### config.mk
export PLATFORM = sky130hd
export DESIGN_NAME = receiver_uart
export DESIGN_NICKNAME = d
export VERILOG_FILES = /design/src/rtl/receiver_uart.sv
export SDC_FILE = /design/constraint.sdc
export NUM_CORES = 1
export LEC_CHECK = 0
export BUFFER_PORTS_ARGS = -buffer_cell sky130_fd_sc_hd__buf_2
export CAP_MARGIN = 20
export CORE_MARGIN = 1.5
export CORE_UTILIZATION = 57
export CTS_BUF_LIST = sky130_fd_sc_hd__clkbuf_8
export CTS_CLUSTER_DIAMETER = 40
export DETAILED_ROUTE_END_ITERATION = 8
export PLACE_DENSITY = 0.9
export SYNTH_ARGS = -nofsm -noshare
export SYNTH_HDL_FRONTEND = slang
export SYNTH_HIERARCHICAL = 1
export SYNTH_SLANG_ARGS = --single-unit
export TNS_END_PERCENT = 50
### constraint.sdc
create_clock -name clk -period 2.7 [get_ports clk]
set_input_delay 0.27 -clock clk [delete_from_list [all_inputs] [get_ports clk]]
set_output_delay 0.27 -clock clk [all_outputs]
set_load 0.05 [all_outputs]
### src/rtl/receiver_uart.sv
// UART receiver: 16x oversampled, 8 data bits LSB-first, even parity, one stop bit.
// Includes the baud_controller that produces the oversampling tick.

module baud_controller (
    input  logic       reset,
    input  logic       clk,
    input  logic [2:0] baud_select,
    output logic       sample_enable_o
);
    logic [13:0] limit;
    logic [13:0] cnt_q, cnt_d;

    always_comb begin
        limit = 14'd27;
        case (baud_select)
            3'b000: limit = 14'd10417;
            3'b001: limit = 14'd2604;
            3'b010: limit = 14'd651;
            3'b011: limit = 14'd326;
            3'b100: limit = 14'd163;
            3'b101: limit = 14'd81;
            3'b110: limit = 14'd54;
            default: limit = 14'd27;
        endcase
    end

    // ">=" lets a mid-count switch to a faster rate wrap immediately instead of overrunning.
    assign sample_enable_o = (cnt_q >= limit - 14'd1);
    assign cnt_d = sample_enable_o ? 14'd0 : cnt_q + 14'd1;

    always_ff @(posedge clk or posedge reset) begin
        if (reset) cnt_q <= '0;
        else       cnt_q <= cnt_d;
    end
endmodule

module receiver_uart #(
    parameter int SYNC_STAGES = 2
) (
    input  logic       clk,
    input  logic       reset,
    input  logic [2:0] baud_select,
    input  logic       RX_EN,
    input  logic       RxD,
    output logic [7:0] Rx_DATA,
    output logic       Rx_PERROR,
    output logic       Rx_FERROR,
    output logic       Rx_VALID,
    output logic       RX_BUSY
);
    typedef enum logic [2:0] {IDLE, RSTART, RDATA, RPARITY, RSTOP} state_t;

    state_t                 state_q, state_d;
    logic [SYNC_STAGES-1:0] sync_q;
    logic                   rxs, tick, maj;
    logic [3:0]             cnt_q, cnt_d;
    logic [2:0]             bit_q, bit_d;
    logic [7:0]             shreg_q, shreg_d;
    logic                   s7_q, s7_d, s8_q, s8_d;
    logic                   par_q, par_d;
    logic [7:0]             data_q, data_d;
    logic                   perr_q, perr_d, ferr_q, ferr_d, valid_q, valid_d;

    baud_controller u_baud (
        .reset          (reset),
        .clk            (clk),
        .baud_select    (baud_select),
        .sample_enable_o(tick)
    );

    assign rxs = sync_q[SYNC_STAGES-1];
    assign maj = (s7_q & s8_q) | (s7_q & rxs) | (s8_q & rxs);

    always_comb begin
        state_d = state_q;
        cnt_d   = cnt_q;
        bit_d   = bit_q;
        shreg_d = shreg_q;
        s7_d    = s7_q;
        s8_d    = s8_q;
        par_d   = par_q;
        data_d  = data_q;
        perr_d  = perr_q;
        ferr_d  = ferr_q;
        valid_d = 1'b0;
        if (!RX_EN) begin
            state_d = IDLE;
            cnt_d   = 4'd0;
        end else if (tick) begin
            if (state_q == IDLE) begin
                if (!rxs) begin
                    state_d = RSTART;
                    cnt_d   = 4'd0;
                    bit_d   = 3'd0;
                end
            end else begin
                cnt_d = cnt_q + 4'd1;
                if (cnt_q == 4'd7) s7_d = rxs;
                if (cnt_q == 4'd8) s8_d = rxs;
                case (state_q)
                    RSTART: begin
                        if (cnt_q == 4'd9 && maj) begin
                            state_d = IDLE;
                            cnt_d   = 4'd0;
                        end else if (cnt_q == 4'd15) begin
                            state_d = RDATA;
                        end
                    end
                    RDATA: begin
                        if (cnt_q == 4'd9) shreg_d = {maj, shreg_q[7:1]};
                        if (cnt_q == 4'd15) begin
                            bit_d = bit_q + 3'd1;
                            if (bit_q == 3'd7) state_d = RPARITY;
                        end
                    end
                    RPARITY: begin
                        if (cnt_q == 4'd9) par_d = maj;
                        if (cnt_q == 4'd15) state_d = RSTOP;
                    end
                    RSTOP: begin
                        // Leave at mid-stop so a start bit right after the stop is caught.
                        if (cnt_q == 4'd9) begin
                            data_d  = shreg_q;
                            perr_d  = (par_q != ^shreg_q);
                            ferr_d  = ~maj;
                            valid_d = 1'b1;
                            state_d = IDLE;
                            cnt_d   = 4'd0;
                        end
                    end
                    default: begin
                        state_d = IDLE;
                        cnt_d   = 4'd0;
                    end
                endcase
            end
        end
    end

    always_ff @(posedge clk or posedge reset) begin
        if (reset) begin
            state_q <= IDLE;
            sync_q  <= '1;
            cnt_q   <= 4'd0;
            bit_q   <= 3'd0;
            shreg_q <= 8'h00;
            s7_q    <= 1'b1;
            s8_q    <= 1'b1;
            par_q   <= 1'b0;
            data_q  <= 8'h00;
            perr_q  <= 1'b0;
            ferr_q  <= 1'b0;
            valid_q <= 1'b0;
        end else begin
            state_q <= state_d;
            sync_q  <= {sync_q[SYNC_STAGES-2:0], RxD};
            cnt_q   <= cnt_d;
            bit_q   <= bit_d;
            shreg_q <= shreg_d;
            s7_q    <= s7_d;
            s8_q    <= s8_d;
            par_q   <= par_d;
            data_q  <= data_d;
            perr_q  <= perr_d;
            ferr_q  <= ferr_d;
            valid_q <= valid_d;
        end
    end

    assign Rx_DATA   = data_q;
    assign Rx_PERROR = perr_q;
    assign Rx_FERROR = ferr_q;
    assign Rx_VALID  = valid_q;
    assign RX_BUSY   = (state_q != IDLE);
endmodule

# Word level (Yosys, flattened, before mapping)
# Index checks and enable logic that the tools add are counted.
# word_totals
input_bits,7
reg_bits,48
# classes
order_cmp,1
n_mux,29
addsub,4
n_eq_ne,24
reduce_logical,16
n_bitwise,7
# ops
operator,count
one-hot mux 14 bit (7 select lines),1
2-to-1 mux 3 bit,14
2-to-1 mux 4 bit,6
AND reduction 5 bit,4
"inequality test 4 bit, second input constant",4
"== test 3 bit, second input constant",5
"adder 14 x 1 -> 14 bit, second input constant",1
greater-or-equal comparator 14 bit,1
2-to-1 mux 14 bit,1
"subtractor 14 x 1 -> 14 bit, second input constant",1
"== test 3 x 2 -> 1 bit, second input constant",4
"== test 4 bit, second input constant",3
one-hot mux 3 bit (4 select lines),1
one-hot mux 4 bit (3 select lines),1
AND reduction 4 bit,2
XOR reduction 8 bit,1
AND reduction 7 bit,1
"== test 3 x 1 -> 1 bit, second input constant",2
logical NOT 3 bit,2
2-to-1 mux 1 bit,5
"inequality test 5 bit, second input constant",1
"adder 4 x 1 -> 4 bit, second input constant",1
"== test 4 x 3 -> 1 bit, second input constant",1
nonzero test 2 bit,2
12 further kinds,16

# Depth between registers and ports, before layout
# depth
ltp_word,9
mapped_depth,17
mapped_depth_nobuf,15

# Hierarchy
# Netlist, hierarchy kept.
# by_module_without_submodules
mod,area_per_inst_um2,cells_per_inst,n_inst
receiver_uart,1704.1,146,1
baud_controller,1136.1,127,1

# Worst setup path before layout
# Ideal clock, no wire load.
# synth_timing
path_type,input to register
from,input baud_select[2]
to,register data_q[0] (netlist: Rx_DATA[0])
setup_ns,0.125
path_stages,16
arrival_time_ns,3.195
required_ns,2.575
path_slack_ns,-0.620
path_cell_list,clkbuf_1 > nand2_1 > mux2i_1 > ha_1 > a21o_1 > a21oi_1 > ha_1 > nand4_1 > o21ai_0 > a21o_1 > or2_2 > nand2_1 > nor2_2 > nand3_1 > buf_2 > mux2_2
# synth_between
elab_chain_len,5
elab_cells_between_ends,11
classes_between,1 x add/sub; 1 x order compare; 6 x eq/ne; 1 x mux; 2 x reduce/logical
# synth_lines
element,line_no,source
start: declaration,42,"input logic [2:0] baud_select,"
"== test 3 bit, or another cell as far along",15,case (baud_select)
one-hot mux 14 bit (7 select lines) (*),15,
subtractor 14 x 1 -> 14 bit (*),28,assign sample_enable_o = (cnt_q >= limit - 14'd1);
greater-or-equal comparator 14 bit (*),28,
net tick,55,"logic rxs, tick, maj;"
AND reduction 5 bit (no line) (*),--,
end signal: assignment,163,data_q <= data_d;
end: declaration,61,"logic [7:0] data_q, data_d;"
# The timed path passes the listed nets; every way through them passes the cells marked *.
# A chain may end at the register's enable or synchronous reset.

# Worst setup path after layout
# layout_timing
from,input baud_select[0]
to,register data_q[7] (netlist: Rx_DATA[7])
# The elaborated chain is that of the path after synthesis.

==> impl_metrics.env <==
export IMPL_start_util=0.597
export IMPL_r2r_start="u_baud/cnt_q[12]$_DFF_PP0_"
export IMPL_crit_path_max_fanout=6
export IMPL_seq_area_frac_synth=0.425
export IMPL_ir_drop_mv=0.485
export IMPL_synth_area_top_cells="dfrtp_1, ha_1, mux2_2, xnor2_1, dfstp_2"
export IMPL_clk_path_buf_depth=2
export IMPL_vias_per_cell=5.74
export IMPL_async_flop_share=1.00
export IMPL_grt_setup_unrepaired="yes"
export IMPL_hold_viol=0
export IMPL_cp_arrival_ns=2.94
export IMPL_drt_total_wl_um=5900
export IMPL_drtIter0Drc=170
export IMPL_slowest_stage="mux2_2"
export IMPL_die_y_um=73.6
export IMPL_postLayoutCellArea_mm2=0.00336
export IMPL_grt_max_degree=23
export IMPL_routedWlPerCell_um=15.7
export IMPL_antenna_cells=0
export IMPL_drtAntennaViolNets=0
export IMPL_worstHoldPathType="in2async"
export IMPL_setup_viol=2
export IMPL_portBuffers=18
export IMPL_violations="negative setup slack"
export IMPL_ys_flop_type="dfrtp_1"
export IMPL_fin_skew_ns=0.0124
export IMPL_max_freq_mhz=366
export IMPL_drv_cap=0
export IMPL_worst_slew_pin_slew_ns=0.791
export IMPL_synth_ff_latch_count=48
export IMPL_drc=0
export IMPL_grt_ovfl_total=0
export IMPL_timing_rr_end="Rx_DATA[7]$_DFFE_PP0P_"
export IMPL_maxSlewViolCount=0
export IMPL_total_power_mw=2.20
export IMPL_clkLatencyLatePin_ns=0.31
export IMPL_routabilityCongestion=0.873
export IMPL_cts_hold_buf=0
export IMPL_antenna_found_initial=0
export IMPL_worstRegToRegCells=10
export IMPL_ys_warn_count=6
export IMPL_finalWorstSetupSlack_ns=-0.0306
export IMPL_fin_crit_sh=1.01
export IMPL_synth_edf_count=0
export IMPL_synth_largest_area_cell="dfrtp_1"
export IMPL_drive_gt1_frac=0.317
export IMPL_grt_pass1_vias=2117
export IMPL_io_pins=19
export IMPL_slew_headroom=0.472
export IMPL_fp_coreArea_mm2=0.00475
export IMPL_power_density_mw_per_mm2=655
export IMPL_slowest_delay_ns=0.30
export IMPL_grt_pass1_wl_um=9380
export IMPL_leakage_nw=1.57
export IMPL_nets=336
export IMPL_cts_root_buf="clkbuf_8"
export IMPL_h_tree_depth=2
export IMPL_ff2ff_setup_slack_ns=0.12
export IMPL_die_w_um=73.6
export IMPL_postSynthAreaPerCell_um2=10.4
export IMPL_crit_chain="buf_8 > clkinvlp_4 > mux2i_4 > ha_2 > a21o_1 > a21oi_2 > ha_1 > nand4_1 > o21bai_4 > a31oi_4 > or2_4 > nand2_4 > nor2_4 > buf_4 > nand3_4 > mux2_2"
export IMPL_dp_hpwl_um=3930
export IMPL_critical_path_class="in2reg"
export IMPL_place_area_mm2=0.00316
export IMPL_cp_start_kind="primary input"
export IMPL_syn_inst=273
export IMPL_cts_buffers=5
export IMPL_crit_path_end_kind="flip-flop"
export IMPL_critPathRequiredTime_ns=2.91
export IMPL_track_usage=0.224
export IMPL_vias=2158
export IMPL_cts_sinks=48
export IMPL_period_minus_slack_ns=2.73
export IMPL_dieArea_mm2=0.00542
export IMPL_rows=25
export IMPL_synth_cell_area_mm2=0.00284
export IMPL_nFillCells=328
export IMPL_drtPass1Iterations=4
export IMPL_clkTransAtPathRegs_ns=0.10
export IMPL_synth_top_cell_area_share=0.388
export IMPL_syn_to_final_growth_pct=18.2
export IMPL_cts_tree="yes"
export IMPL_synth_distinct_cells=50
export IMPL_status="complete, but fails checks"
## placed cells by master (no fill, tap or decap), types with 2 or more instances in the layout
cell,instances
mux2_2,18
a21o_1,5
or3_4,2
xnor2_1,17
buf_2,17
o21ai_1,2
or3_1,2
mux2_4,3
clkinv_4,2
buf_4,18
ha_1,19
nor2_1,10
nand4_1,10
xor2_1,5
dfstp_2,4
a31oi_4,2
inv_1,12
o21ai_2,3
dfrtp_1,44
nand2_4,2
nand3b_1,3
nand2_1,22
o21ai_0,6
nor3_2,2
nand2b_1,3
nand3_4,3
conb_1,2
clkbuf_8,5
a21oi_1,8
nand3_1,6
nor4_1,4
nor3_1,17
## report_power, final
group          leakage (nW)  total [mW]  internal, mW  switching, mW
Clock                0.0583       0.535         0.279          0.256
Sequential            0.642       0.967         0.807          0.160
Combinational         0.868       0.697         0.287          0.409
Total                  1.57        2.20          1.37          0.825
## flip-flops by register name (all words and copies together), names as in the netlist
register,count
u_baud/cnt_q,14
Rx_DATA,8
shreg_q,8
cnt_q,4
bit_q,3
state_q,3
sync_q,2
Rx_FERROR,1
Rx_PERROR,1
Rx_VALID,1
par_q,1
s7_q,1
s8_q,1
## worst max-delay path, delay by kind of cell
family          cells  cell delay, ns
simple gates        5            0.68
mux                 2            0.54
fa+ha+maj           2            0.52
compound gates      4            0.52
buf+inv             3            0.39
## cells in the mapped netlist (4+ instances only)
cell,instances
buf_2,7
xor2_1,5
nand4_1,10
nor4_1,4
o21ai_0,8
nor2_1,10
dfrtp_1,44
nor3_1,18
a21o_1,5
mux2_2,19
nand2_1,24
ha_1,21
nand3_1,8
a21oi_1,9
inv_1,13
xnor2_1,17
dfstp_2,4
## per-layer routing
layer | part of all wire | global-route usage | vias to the layer above
met4 | 0.019 | 0.0823 | 0
met5 | 0 | 0 | -
met2 | 0.52 | 0.399 | 47
li1 | - | - | 1049
met3 | 0.026 | 0.0329 | 14
met1 | 0.44 | 0.273 | 1048
## per-stage QoR
stage | hold slack, ns | worst slack [ns] | utilization | TNS [ns] | cells
floorplan | 0.159 | -0.0834 | - | -0.947 | 274
global placement | 0.347 | -0.251 | 0.665 | -5.48 | 364
detailed placement | 0.340 | -0.355 | 0.665 | -7.96 | 364
CTS | 0.0140 | 0.00126 | 0.692 | 0 | 372
global route | 0.0564 | -0.145 | 0.706 | -1.95 | 376
finish | 0.00618 | -0.0306 | 0.706 | -0.0472 | 376
## cell families after synthesis
logic type / count (synthesis) / share of synthesized area
simple gates: 95 / 0.174
flops: 48 / 0.425
compound gates: 38 / 0.107
buf+inv: 24 / 0.0374
mux: 23 / 0.0907
fa+ha+maj: 22 / 0.0965
xor+xnor: 22 / 0.0678
other cells: 1 / 0.00132
## cell type report
type                    count  area, µm²  share of cell area
clock inverters             3       47.5              0.0142
clock buffers               5       68.8              0.0205
well taps                  67       83.8              0.0250
repair buffers             36        235              0.0700
multi-input cells         203       1660               0.494
inverters                  14       56.3              0.0168
flip-flops and latches     48       1210               0.359
## how the worst max path moves through the flow
stage / depth (start not counted) / from / endpoint / slack (ns)
3_3_place_gp: 15 / baud_select[0] / state_q[2]$_DFFE_PP0P_ / -0.25
5_1_grt: 16 / baud_select[0] / Rx_DATA[7]$_DFFE_PP0P_ / -0.14
6_report: 16 / baud_select[0] / Rx_DATA[7]$_DFFE_PP0P_ / -0.03
4_1_cts: 15 / baud_select[0] / state_q[2]$_DFFE_PP0P_ / 0.001
2_1_floorplan: 15 / baud_select[0] / Rx_DATA[0]$_DFFE_PP0P_ / -0.08
3_5_place_dp: 15 / baud_select[0] / Rx_DATA[2]$_DFFE_PP0P_ / -0.36
## timing repair
item                                    in CTS  in global routing
gates cloned                                 0                  1
endpoints found under the setup margin       8                 27
pin swaps                                    0                  8
setup buffers                                0                  3
resized for setup                            2                 10
Note: power is estimated with default switching activity, not from simulation.
